`src/rtl/alsu_seg_display.sv`:
```
// alsu_seg_display: shows the registered 6-bit ALSU result on a 4-digit
// multiplexed seven-segment display.
//   digits 3..2 : result in hex
//   digits 1..0 : result in decimal
// A sequential double-dabble converts binary to BCD. A refresh counter scans
// the digits.
// Optional build macro LEAD_ZERO_BLANK_EN: when defined, a zero in digit 3 or
// digit 1 is shown as blank.
module alsu_seg_display #(
  parameter int REFRESH_DIV    = 100000,
  parameter bit ACTIVE_LOW_SEG = 1'b1
) (
  input  logic       clk,
  input  logic       rst,
  input  logic [5:0] result,
  input  logic       result_valid,
  input  logic       err,
  output logic [6:0] seg,
  output logic       dp,
  output logic [3:0] an,
  output logic       busy
);

  localparam int               CNT_W   = (REFRESH_DIV > 1) ? $clog2(REFRESH_DIV) : 1;
  localparam logic [CNT_W-1:0] CNT_MAX = CNT_W'(REFRESH_DIV - 1);
  // XOR mask that converts an active-high glyph to the pin polarity.
  // It also serves as the "all off" pattern.
  localparam logic [6:0]       SEG_OFF = ACTIVE_LOW_SEG ? 7'h7F : 7'h00;
  localparam logic             DP_OFF  = ACTIVE_LOW_SEG;

  typedef enum logic [1:0] {IDLE, SHIFT, DONE} conv_state_t;

  conv_state_t      state;
  logic [5:0]       load_val;
  logic [5:0]       shift_bin;
  logic [7:0]       bcd;
  logic [2:0]       iter;
  logic [5:0]       disp_hex;
  logic [3:0]       disp_tens;
  logic [3:0]       disp_ones;
  logic [CNT_W-1:0] refresh_cnt;
  logic [1:0]       digit_sel;

  logic [3:0]       ones_adj;
  logic [3:0]       tens_adj;
  logic [13:0]      dd_shift;
  logic [3:0]       nib;
  logic             blank;
  logic [6:0]       glyph_ah;
  logic             dp_on;

  function automatic logic [6:0] hex_glyph(input logic [3:0] v);
    logic [6:0] g;
    case (v)
      4'h0: g = 7'h3F;
      4'h1: g = 7'h06;
      4'h2: g = 7'h5B;
      4'h3: g = 7'h4F;
      4'h4: g = 7'h66;
      4'h5: g = 7'h6D;
      4'h6: g = 7'h7D;
      4'h7: g = 7'h07;
      4'h8: g = 7'h7F;
      4'h9: g = 7'h6F;
      4'hA: g = 7'h77;
      4'hB: g = 7'h7C;
      4'hC: g = 7'h39;
      4'hD: g = 7'h5E;
      4'hE: g = 7'h79;
      default: g = 7'h71;
    endcase
    return g;
  endfunction

  // One double-dabble step: add 3 to each BCD nibble >= 5, then shift the
  // combined {bcd, binary} register left by one bit.
  always_comb begin
    ones_adj = (bcd[3:0] >= 4'd5) ? bcd[3:0] + 4'd3 : bcd[3:0];
    tens_adj = (bcd[7:4] >= 4'd5) ? bcd[7:4] + 4'd3 : bcd[7:4];
    dd_shift = {tens_adj, ones_adj, shift_bin} << 1;
  end

  // Conversion FSM:
  //   1. load on a strobe while idle;
  //   2. six shift iterations;
  //   3. one cycle to publish the hex and BCD digits to the display registers.
  always_ff @(posedge clk or posedge rst) begin
    if (rst) begin
      state     <= IDLE;
      load_val  <= '0;
      shift_bin <= '0;
      bcd       <= '0;
      iter      <= '0;
      busy      <= 1'b0;
      disp_hex  <= '0;
      disp_tens <= '0;
      disp_ones <= '0;
    end else begin
      case (state)
        IDLE: begin
          if (result_valid) begin
            load_val  <= result;
            shift_bin <= result;
            bcd       <= '0;
            iter      <= '0;
            busy      <= 1'b1;
            state     <= SHIFT;
          end
        end
        SHIFT: begin
          bcd       <= dd_shift[13:6];
          shift_bin <= dd_shift[5:0];
          iter      <= iter + 3'd1;
          if (iter == 3'd5) state <= DONE;
        end
        DONE: begin
          disp_hex  <= load_val;
          disp_tens <= bcd[7:4];
          disp_ones <= bcd[3:0];
          busy      <= 1'b0;
          state     <= IDLE;
        end
        default: state <= IDLE;
      endcase
    end
  end

  // Refresh timer: holds each digit for REFRESH_DIV cycles, then moves to the
  // next digit.
  always_ff @(posedge clk or posedge rst) begin
    if (rst) begin
      refresh_cnt <= '0;
      digit_sel   <= 2'd0;
    end else if (refresh_cnt == CNT_MAX) begin
      refresh_cnt <= '0;
      digit_sel   <= digit_sel + 2'd1;
    end else begin
      refresh_cnt <= refresh_cnt + 1'b1;
    end
  end

  // Select the glyph for the currently scanned digit. The error pattern
  // replaces the number.
  always_comb begin
    nib      = 4'd0;
    blank    = 1'b0;
    glyph_ah = 7'h00;
    dp_on    = 1'b0;
    case (digit_sel)
      2'd0:    nib = disp_ones;
      2'd1:    nib = disp_tens;
      2'd2:    nib = disp_hex[3:0];
      default: nib = {2'b00, disp_hex[5:4]};
    endcase
`ifdef LEAD_ZERO_BLANK_EN
    blank = ((digit_sel == 2'd3) || (digit_sel == 2'd1)) && (nib == 4'd0);
`else
    blank = 1'b0;
`endif
    if (err) begin
      case (digit_sel)
        2'd3:    glyph_ah = 7'h00;
        2'd2:    glyph_ah = 7'h79;
        default: glyph_ah = 7'h50;
      endcase
    end else begin
      glyph_ah = blank ? 7'h00 : hex_glyph(nib);
      dp_on    = (digit_sel == 2'd2);
    end
  end

  // Register the pin-level outputs, applying the segment polarity.
  always_ff @(posedge clk or posedge rst) begin
    if (rst) begin
      seg <= SEG_OFF;
      dp  <= DP_OFF;
      an  <= 4'b1111;
    end else begin
      seg <= glyph_ah ^ SEG_OFF;
      dp  <= dp_on ^ DP_OFF;
      an  <= ~(4'b0001 << digit_sel);
    end
  end

endmodule

```
`config.mk`:
```
export PLATFORM = sky130hd
export DESIGN_NAME = alsu_seg_display
export DESIGN_NICKNAME = d
export VERILOG_FILES = /design/src/rtl/alsu_seg_display.sv
export SDC_FILE = /design/constraint.sdc
export NUM_CORES = 1
export LEC_CHECK = 0
export CAP_MARGIN = 25
export CORE_ASPECT_RATIO = 1.5
export CORE_MARGIN = 5
export CORE_UTILIZATION = 62
export CTS_BUF_LIST = sky130_fd_sc_hd__clkbuf_4 sky130_fd_sc_hd__clkbuf_8 sky130_fd_sc_hd__clkbuf_16
export DETAILED_ROUTE_END_ITERATION = 12
export PLACE_DENSITY = 0.83
export SLEW_MARGIN = 10
export SYNTH_ARGS = -nofsm -noshare
export SYNTH_HDL_FRONTEND = slang
export SYNTH_SLANG_ARGS = --single-unit
```
`constraint.sdc`:
```
create_clock -name clk -period 5.7 [get_ports clk]
set_input_delay 1.71 -clock clk [delete_from_list [all_inputs] [get_ports clk]]
set_output_delay 1.71 -clock clk [all_outputs]
set_load 0.005 [all_outputs]
```
==> flow_metrics.env <==
export IMPL_synth_seq_cells=71
export IMPL_p_int_mw=1.13
export IMPL_syn2layout_area_growth_pct=13.8
export IMPL_routed_via_density=5.65
export IMPL_drv_slew=0
export IMPL_p_leak_nw=1.75
export IMPL_drc_errors=0
export IMPL_cts_root_buf="clkbuf_8"
export IMPL_hold_viol_final=0
export IMPL_status="completed"
export IMPL_antenna_found_initial=0
export IMPL_fin_setup_tns_ns=0
export IMPL_vias=2307
export IMPL_ir_drop_mv=0.278
export IMPL_grt_max_degree=41
export IMPL_fillCellCount=389
export IMPL_final_cells=408
export IMPL_top_layer_used="met4"
export IMPL_start_kind="flip-flop"
export IMPL_cts_max_level=3
export IMPL_firstDrtPassIters=4
export IMPL_layout_common_cells="dfrtp_1 (59), nand2_1 (33), mux2_2 (23)"
export IMPL_numCtsBuffers=9
export IMPL_min_period_over_period=0.536
export IMPL_layout_nets=361
export IMPL_rows=33
export IMPL_place_congestion=0.773
export IMPL_crit_chain="clkdlybuf4s50_1"
export IMPL_p_clk_frac=0.215
export IMPL_synth_adder_area_share=0.0662
export IMPL_yosysUniqueCellTypes=50
export IMPL_synth_compound_area_frac=0.101
export IMPL_insertion_delay_ns=0.34
export IMPL_die_area_um2=7100
export IMPL_synth_top_family_by_area="simple AND/OR/NAND/NOR gates"
export IMPL_critical_path_class="reg2out"
export IMPL_max_cap_violations=0
export IMPL_holdBufCountCts=0
export IMPL_synth_area_um2=3400
export IMPL_p_sw_mw=0.566
export IMPL_rsz0062_at_grt="false"
export IMPL_max_clock_freq_mhz=327
export IMPL_dpl_hpwl_um=4430
export IMPL_yosys_warnings=0
export IMPL_die_y_um=101
export IMPL_period_minus_slack_ns=3.06
export IMPL_met2WireLength_um=3180
export IMPL_layout_drive_gt1_share=0.192
export IMPL_synthSimpleGateAreaFrac=0.138
export IMPL_synth_mux_area_frac=0.0879
export IMPL_endpoint_kind="primary output"
export IMPL_antenna_cells=0
export IMPL_grtUsageTotal=0.197
export IMPL_worst_pin_slew_ns=1.18
export IMPL_power_density_nw_per_um2=438
export IMPL_crit_path_max_fanout=1
export IMPL_power_frac_seq=0.449
export IMPL_fin_hold_ws_ns=0.478
export IMPL_pin_count=23
export IMPL_synth_nets=336
export IMPL_cpPeakStageDelay_ns=0.52
export IMPL_grt_pass1_vias=2375
export IMPL_critical_path_buf_inv_count=1
export IMPL_worstPathArrival_ns=1.35
export IMPL_yosys_area_top_type_share=0.434
export IMPL_p_sw_frac=0.334
export IMPL_grt_overflow_total=0
export IMPL_cp_slowest_cell="dfstp_2"
export IMPL_ant_nets=0
export IMPL_cpLargestDelayFamily="flip-flops"
export IMPL_cts_max_path_buffers=2
export IMPL_drt_wirelength_per_cell_um=15.2
export IMPL_cts_setup_buffers=0
export IMPL_cts_sinks=71
export IMPL_power_share_combinational=0.336
export IMPL_tritoncts="done"
export IMPL_grt_pass1_wl_um=10900
export IMPL_synth_xor_area_frac=0.0386
export IMPL_synth_flop_cell="dfrtp_1"
export IMPL_port_buffers=22
export IMPL_hp_class="reg2reg"
export IMPL_die_w_um=70.5
export IMPL_yosysSeqAreaShare=0.527
export IMPL_drt_iter0_drc=120
export IMPL_synth_area_leaders="dfrtp_1 (43%), dfstp_2 (9.3%), mux2_2 (7.6%), ha_1 (6.6%), nand2_1 (3.6%)"
export IMPL_placed_area_um2=3690
export IMPL_path_clk_slew_ns=0.07
export IMPL_power_mw=1.70
export IMPL_crit_required_ns=3.99
export IMPL_synth_cells=308
export IMPL_cts_resized=0
export IMPL_fin_area_um2=3870
export IMPL_place_ws_ns=2.39
export IMPL_timing_final_ws_setup_ns=2.64
export IMPL_final_common_cell="dfrtp_1"
export IMPL_start_util=0.629
export IMPL_met3WireLength_um=259
export IMPL_synth_edff_count=0
export IMPL_place_inst=392
export IMPL_wl_um=6180
export IMPL_syn_avg_cell_area_um2=11.0
export IMPL_synth_area_leader_cell="dfrtp_1"
export IMPL_synthArstFlopShare=1.00
export IMPL_coreArea_um2=5410
export IMPL_relSlewSlack=0.213
export IMPL_skew_ns=0.00936
export IMPL_fin_util=0.716
export IMPL_setup_viol_count_final=0
export IMPL_drt_met1_wl_um=2590
[synthesized netlist by cell type (2+ instances only)]
| master | count |
|---|---|
| dfrtp_1 | 59 |
| nand2_1 | 33 |
| inv_1 | 23 |
| mux2_2 | 23 |
| ha_1 | 18 |
| nor2_1 | 16 |
| dfstp_2 | 12 |
| o21ai_0 | 12 |
| xnor2_1 | 12 |
| nand3_1 | 11 |
| a21oi_1 | 9 |
| clkbuf_1 | 7 |
| o22ai_1 | 6 |
| a22oi_1 | 5 |
| nand2b_1 | 5 |
| a222oi_1 | 4 |
| mux2i_1 | 4 |
| nor3_1 | 4 |
| a31oi_1 | 3 |
| buf_2 | 3 |
| nor3b_1 | 3 |
| or3_1 | 3 |
| xor2_1 | 3 |
| nand4_1 | 2 |
| nor2b_1 | 2 |
| o31ai_1 | 2 |
[state kept, by name, summed over array words and instances, names as in the netlist, 3 cells and up]
signal and flops:
an 4, bcd 8, disp_hex 6, disp_ones 4
disp_tens 4, iter 3, load_val 6, refresh_cnt 17
seg 7, shift_bin 6
[path summary, 6_finish.rpt]
kind	cells after the start	end	slack, ns	startpoint
worst max-delay path	1	an[0]	2.64	an[0]
worst min-delay path	2	shift_bin[3]	0.48	shift_bin[3]
worst max register to register	6	seg[0]	2.90	digit_sel[0]
worst min register to register	2	shift_bin[3]	0.48	shift_bin[3]
max in group asynchronous	3	bcd[2]	2.98	rst
min in group asynchronous	2	refresh_cnt[8]	1.78	rst
[layout make-up]
type	instances	area [um^2]	area share
Sequential cell	71	1790	0.463
Multi-Input combinational cell	202	1470	0.380
Timing Repair Buffer	26	250	0.0646
Clock buffer	13	166	0.0430
Tap cell	70	87.6	0.0226
Inverter	23	86.3	0.0223
Clock inverter	3	17.5	0.00452
[logic make-up after synthesis]
family	count (synthesis)
DFF	71
xor gates and xnor gates	15
adders and majority gates	18
and+or+nand+nor	91
buffers and inverters	35
AOI/OAI and AO/OA	51
muxes	27
[per-layer routing]
metal / GRT usage / up-vias
met5: 0 / -
met4: 0.117 / 0
met3: 0.0439 / 13
met2: 0.323 / 58
met1: 0.238 / 1107
li1: - / 1129
[power by group through the flow]
stage / combinational [mW] / sequential [mW] / clock, mW
6_report: 0.570 / 0.761 / 0.364
3_5_place_dp: 0.567 / 0.769 / 0
2_1_floorplan: 0.427 / 0.735 / 0
5_1_grt: 0.641 / 0.779 / 0.393
4_1_cts: 0.573 / 0.760 / 0.374
3_3_place_gp: 0.533 / 0.760 / 0
Power figures use the tool's default switching activity.
